==> src/rtl/bit_serializer.sv <==
// Parallel-to-serial front end: takes WIDTH-bit words over valid/ready and
// emits one bit per clock, with a holding register for gapless streaming.
module bit_serializer #(
  parameter int WIDTH      = 8,
  parameter bit MSB_FIRST  = 1'b1,
  parameter bit IDLE_LEVEL = 1'b0
) (
  input  logic             clk,
  input  logic             reset,
  input  logic [WIDTH-1:0] din,
  input  logic             din_valid,
  output logic             din_ready,
  output logic             out,
  output logic             out_valid,
  output logic             out_last
);

  localparam int CW = $clog2(WIDTH);
  localparam logic [CW-1:0] LAST = CW'(WIDTH - 1);

  typedef enum logic {IDLE, SHIFT} state_t;

  state_t           state;
  logic [WIDTH-1:0] sreg;
  logic [WIDTH-1:0] hold;
  logic [CW-1:0]    cnt;
  logic             hold_full;
  logic             load;
  logic             accept;

  // A held word moves into the shifter when idle or on the last bit of the
  // current word, which is what lets consecutive words abut without a gap.
  assign load      = hold_full && (state == IDLE || cnt == LAST);
  assign din_ready = reset && (!hold_full || load);
  assign accept    = din_valid && din_ready;

  always_ff @(posedge clk) begin
    if (!reset) begin
      state     <= IDLE;
      cnt       <= '0;
      sreg      <= '0;
      hold_full <= 1'b0;
    end else begin
      if (accept) begin
        hold      <= din;
        hold_full <= 1'b1;
      end else if (load) begin
        hold_full <= 1'b0;
      end

      if (load) begin
        sreg  <= hold;
        cnt   <= '0;
        state <= SHIFT;
      end else if (state == SHIFT) begin
        if (MSB_FIRST)
          sreg <= {sreg[WIDTH-2:0], 1'b0};
        else
          sreg <= {1'b0, sreg[WIDTH-1:1]};
        if (cnt == LAST) begin
          state <= IDLE;
          cnt   <= '0;
        end else begin
          cnt <= cnt + 1'b1;
        end
      end
    end
  end

  assign out       = (state == SHIFT) ? (MSB_FIRST ? sreg[WIDTH-1] : sreg[0]) : IDLE_LEVEL;
  assign out_valid = (state == SHIFT);
  assign out_last  = (state == SHIFT) && (cnt == LAST);

endmodule

==> config.mk <==
export PLATFORM = sky130hd
export DESIGN_NAME = bit_serializer
export DESIGN_NICKNAME = d
export VERILOG_FILES = /design/src/rtl/bit_serializer.sv
export SDC_FILE = /design/constraint.sdc
export NUM_CORES = 1
export LEC_CHECK = 0
export BUFFER_PORTS_ARGS = -buffer_cell sky130_fd_sc_hd__buf_2
export CAP_MARGIN = 10
export CORE_MARGIN = 8
export CORE_UTILIZATION = 30
export DETAILED_ROUTE_END_ITERATION = 12
export SYNTH_ARGS = -nofsm -noshare
export SYNTH_HDL_FRONTEND = slang
export SYNTH_SLANG_ARGS = --single-unit
==> constraint.sdc <==
create_clock -name clk -period 1.7 [get_ports clk]
set_input_delay 0.34 -clock clk [delete_from_list [all_inputs] [get_ports clk]]
set_output_delay 0.34 -clock clk [all_outputs]
set_load 0.01 [all_outputs]
# After elaboration in Yosys (flattened, before gate mapping)

Cells that the tools add are included.

Register bits: 21
Bits in latches: 0
RAM bits: 0
Bits in read-only memories: 0
Input bits: 11
Output and inout bits: 4
Logic and storage cells: 29
Memories kept: 0

$add $sub $neg: 1
$mul: 0
Divide/modulo/power cells: 0
$lt $le $gt $ge: 0
Equality and inequality tests: 1
Shifts and indexed selects: 0
Mux-type cells: 9
Bitwise gates (word level): 2
Reduce and logical (&&, ||, !) cells: 11

Operator list:

| cell                | number |
|---|---|
| $mux 8              | 2 |
| $mux 1              | 6 |
| $logic_and 1x1->1   | 4 |
| $reduce_bool 2->1   | 2 |
| $add 3x1->3 const B | 1 |
| $eq 3x3->1 const B  | 1 |
| $mux 3              | 1 |
| $logic_or 1x1->1    | 2 |
| $not 1->1           | 2 |
| $reduce_and 2->1    | 1 |
| $reduce_or 2->1     | 1 |
| $logic_not 1->1     | 1 |

# Logic depth before layout (Yosys ltp)

Word-level depth: 7
Depth in mapped cells: 6
Gate-level depth less buffers: 5

# Worst setup path after synthesis

No wires, ideal clock.

Kind: register -> register
Start: reg cnt[0]
End: reg hold[0] (enable)
Setup time: 332 ps
Arrival: 1401 ps
Data required time: 1368 ps
Slack: -32 ps
Cell stages (with the launch flop): 6
Path buffers: 0
Clock period less this slack: 1732 ps
Path through: dfxtp_1 > ha_1 > ha_1 > and2b_4 > a21boi_1 > and2_1

Cells in the longest elaborated chain, start to end: 7

Ends and longest elaborated chain:

| item                       | RTL line | source |
|---|---|---|
| from (decl)                | 26       | `logic [CW-1:0] cnt;` |
| from (signal assigned)     | 64       | `cnt <= cnt + 1'b1;` |
| $eq 3x3->1                 | 33       | `assign load = hold_full && (state == IDLE \|\| cnt == LAST);` |
| $logic_or 1x1->1           | 33       |  |
| $logic_and 1x1->1          | 33       |  |
| $logic_or 1x1->1           | 34       | `assign din_ready = reset && (!hold_full \|\| load);` |
| $logic_and 1x1->1          | 34       |  |
| net din_ready              | 12       | `output logic din_ready,` |
| $logic_and 1x1->1          | 35       | `assign accept = din_valid && din_ready;` |
| $reduce_and 2->1 (no line) | -        |  |
| to (signal assigned)       | 45       | `hold <= din;` |
| to (decl)                  | 25       | `logic [WIDTH-1:0] hold;` |

The timed path passes the listed nets, and every way through them passes these cells.
A chain may end at the register's enable or synchronous reset.

# Worst setup path after layout

Start: reg cnt[0]
End: out din_ready

Cells in the longest elaborated chain, start to end: 5

Ends and longest elaborated chain:

| item              | RTL line |
|---|---|
| $eq 3x3->1        | 33 |
| $logic_or 1x1->1  | 33 |
| $logic_and 1x1->1 | 33 |
| $logic_or 1x1->1  | 34 |
| $logic_and 1x1->1 | 34 |
| to (decl)         | 12 |

No other way between the ends.

==> impl_table.tex <==
\begin{tabular}{lr}
\hline
Metric & Value \\
\hline
\multicolumn{2}{l}{\textbf{Floorplan}} \\
\quad Die extent in x & 68.8 um \\
\quad Die height & 68.8 um \\
\quad Num ports & 15 \\
\quad Die ar. & 0.00474 sq mm \\
\quad Core box area & 0.00271 sq mm \\
\quad Row count & 19 \\
\quad Initial Util & 0.309 \\
\multicolumn{2}{l}{\textbf{Worst setup path}} \\
\quad Kind of end point of the critical path & output pin \\
\quad Setup CP Type & reg -> out \\
\quad Stage delay of the slowest cell on the critical path & 0.36 ns \\
\quad Cell type of the slowest stage on the worst timing path & dfxtp\_2 \\
\quad Element type at the critical path start & flip-flop \\
\quad Required time at the endpoint of the critical path & 1.36 ns \\
\quad Buffers plus inverters on the worst setup path & 1 \\
\quad Maximum fanout along the worst path & 2 \\
\quad R2R cell count & 6 \\
\quad Category of cells accounting for the largest share of critical-path delay & flip-flops \\
\quad Logic depth of the worst setup path including buffers & 5 \\
\quad Most common cell type on the critical path & ha\_4 \\
\quad Cell-by-cell listing of the critical path & ha\_4, ha\_4, and2b\_4, a21boi\_2, buf\_2 \\
\quad Signal arrival time at the worst endpoint & 1.40 ns \\
\multicolumn{2}{l}{\textbf{STA}} \\
\quad Post-Route Setup TNS & -0.0375 ns \\
\quad Clk\_skew & 0.00226 ns \\
\quad Slew HR & 0.660 \\
\quad Setup Viol. Count Final & 1 \\
\quad Hold WS & 0.204 ns \\
\quad Shortest clock period the worst path allows after layout & 1.74 ns \\
\quad Timing-limited maximum frequency & 576 MHz \\
\quad Pin slew with the least headroom to its limit & 0.508 ns \\
\quad Final WS setup & -0.0375 ns \\
\quad Final cycle utilization of the critical path & 1.02 \\
\quad Number of endpoints with negative hold slack in the final report & 0 \\
\quad Pins Over Slew Limit & 0 \\
\quad Setup repair after global routing missed its margin & yes \\
\multicolumn{2}{l}{\textbf{Detailed routing}} \\
\quad Iteration-0 DRC Markers & 12 \\
\quad Residual DRC & 0 \\
\quad Routed via count divided by cell count & 5.16 \\
\quad Router iterations before antenna repair & 4 \\
\quad Wire length per cell & 12.7 um \\
\quad Detail Route Antenna Nets & 0 \\
\quad Via Count & 645 \\
\quad Sum of routed wire length over all layers & 1590 um \\
\multicolumn{2}{l}{\textbf{Logic synthesis}} \\
\quad Ranking of synthesized cells by area & dfxtp\_1 (31\%), edfxtp\_1 (29\%), o21ai\_0 (8.4\%) \\
\quad Warning count from the yosys run & 0 \\
\quad Syn Nets & 89 \\
\quad Count of distinct cell types in the synthesized netlist & 23 \\
\quad Number of storage elements in the synthesis netlist & 21 \\
\quad Avg Inst Size Synth & 11.0 sq um \\
\quad Share of Yosys cell area claimed by the top area cell type & 0.311 \\
\quad Area leader, netlist & dfxtp\_1 \\
\quad Cell count after synthesis & 76 \\
\quad Area of the mapped netlist & 837 sq um \\
\quad Sequential-to-total area share from yosys stat & 0.598 \\
\multicolumn{2}{l}{\textbf{Cells and area}} \\
\quad Total non-filler cell area in the finished layout & 0.00102 sq mm \\
\quad Area Overhead vs Synth & 21.7\% \\
\quad Final std cells w/o fill & 125 \\
\quad Fraction of layout instances using a drive strength above 1 & 0.330 \\
\quad Diode insertion count for antenna repair & 0 \\
\quad Layout net count & 108 \\
\quad Finished Core Util & 0.376 \\
\multicolumn{2}{l}{\textbf{Global route}} \\
\quad Number of global-route vias before repair & 660 \\
\quad Maximum number of pins on one net before global-route repair & 15 \\
\quad Antenna violations before repair & 0 \\
\quad Total Routing Usage GR & 0.0822 \\
\quad Wire length of the first global-routing pass & 2940 um \\
\quad Global route overflow & 0 \\
\multicolumn{2}{l}{\textbf{Job}} \\
\quad Maximum capacitance violations & 0 \\
\multicolumn{2}{l}{\textbf{CTS}} \\
\quad Number of levels in the clock H-tree & 1 \\
\quad Number of buffers between clock root and the deepest sink & 2 \\
\quad Cell at the root of the clock tree & clkbuf\_4 \\
\quad Clock buffer count from CTS & 3 \\
\quad Clock sinks & 21 \\
\quad Skew-Pair Late Insertion Delay & 0.30 ns \\
\quad Clock tree from TritonCTS & yes \\
\quad Clock transition at the register clock pins on the worst setup and hold paths after CTS & 0.11 ns \\
\multicolumn{2}{l}{\textbf{Placement}} \\
\quad Cell area reported after detailed placement & 937 sq um \\
\quad Weighted congestion reported at the end of routability-driven placement & 0.749 \\
\quad Pre-CTS setup slack & 0.0430 ns \\
\quad Post-placement cell count & 118 \\
\quad Number of buffer cells added on primary ports & 14 \\
\quad Final HPWL from detailed placement & 1120 um \\
\multicolumn{2}{l}{\textbf{Outcome}} \\
\quad Status & finished, violations left \\
\quad Violated checks & setup timing \\
\multicolumn{2}{l}{\textbf{Pwr}} \\
\quad Power Total & 916 uW \\
\quad Pwr Density & 900 mW/mm\^{}2 \\
\quad Worst voltage drop across the vdd grid & 0.546 mV \\
\quad Static Leakage & 0.398 nW \\
\multicolumn{2}{l}{\textbf{Worst hold path}} \\
\quad Class of the tightest hold or removal check & in -> reg \\
\quad Hold Crit Depth & 1 \\
\hline
\end{tabular}
[final cells by class]
cell class / count / area [sq um]
multi-input cells: 50 / 345
fillers: 290 / 1690
flip-flops and latches: 21 / 503
repair buffers: 18 / 100
clock buffers: 3 / 22.5
well taps: 31 / 38.8
inverters: 1 / 3.75
clock inverters: 1 / 5.00
[repair_timing]
item / 4_1_cts / 5_1_grt
hold buffers: 0 / 0
setup endpoints to repair: 1 / 2
setup buffers: 3 / 0
resized for setup: 7 / 0
hold endpoints to repair: 0 / 0
pin swaps: 1 / 0
[cells by family after synthesis]
| family | count (synthesis) | share of synthesized area |
|---|---|---|
| flops | 21 | 0.598 |
| buf+inv | 5 | 0.0254 |
| compound gates | 32 | 0.212 |
| mux | 3 | 0.0389 |
| fa+ha+maj | 2 | 0.0299 |
| simple gates | 13 | 0.0957 |
[worst reg2reg max path: cells and delay by family (launching register included)]
| kind | cells | cell delay (ns) |
|---|---|---|
| AND/OR/NAND/NOR | 1 | 0.30 |
| buffers and inverters | 1 | 0.12 |
| AO/OA/AOI/OAI | 2 | 0.38 |
| adder cells (fa/ha/maj) | 2 | 0.31 |
| flip-flops | 1 | 0.36 |
[registers in the layout, summed over array words and instances (netlist names)]
name and cells:
hold 8, sreg 8, cnt 3, hold_full 1, out_valid 1
[layer usage]
layer	vias to the layer above	track usage	share of wire
met3	4	0.0291	0.065
met1	305	0.0963	0.44
met5	-	0	0
li1	316	-	-
met2	20	0.125	0.48
met4	0	0.0526	0.023
[cells in the mapped netlist]
| master | instances |
|---|---|
| nor2_1 | 1 |
| mux2_2 | 2 |
| mux2i_1 | 1 |
| nand2b_1 | 1 |
| a32oi_1 | 1 |
| clkbuf_1 | 2 |
| buf_2 | 1 |
| ha_1 | 2 |
| and2_1 | 4 |
| and2b_4 | 1 |
| dfxtp_1 | 13 |
| a21oi_1 | 8 |
| nor2b_1 | 2 |
| a21boi_1 | 1 |
| a31oi_1 | 7 |
| inv_1 | 1 |
| clkbuf_2 | 1 |
| nand2_1 | 1 |
| or2_1 | 1 |
| a21boi_0 | 1 |
| edfxtp_1 | 8 |
| o21ai_0 | 14 |
| and3_1 | 2 |
[worst paths after layout]
check,from,endpoint,slack (ns)
hold / removal,din[1],hold[1],0.20
hold reg to reg,sreg[2],sreg[3],0.48
setup reg to reg,cnt[0],sreg[7],0.13
setup / recovery,cnt[0],din_ready,-0.04
[layout by cell type (no fill, tap or decap), drive strengths merged, types with 2 or more instances in the layout]
| cell | count |
|---|---|
| ha | 2 |
| dfxtp | 13 |
| mux2 | 2 |
| and3 | 2 |
| and2 | 4 |
| a21oi | 8 |
| clkbuf | 3 |
| buf | 18 |
| a31oi | 7 |
| a21boi | 2 |
| edfxtp | 8 |
| nor2b | 2 |
| o21ai | 14 |
[power breakdown]
| part | leakage, nW | internal (mW) | switching (mW) |
|---|---|---|---|
| Clock | 0.0177 | 0.0877 | 0.147 |
| Combinational | 0.198 | 0.0484 | 0.0600 |
| Sequential | 0.183 | 0.555 | 0.0180 |
Note: power is estimated with default switching activity, not from simulation.
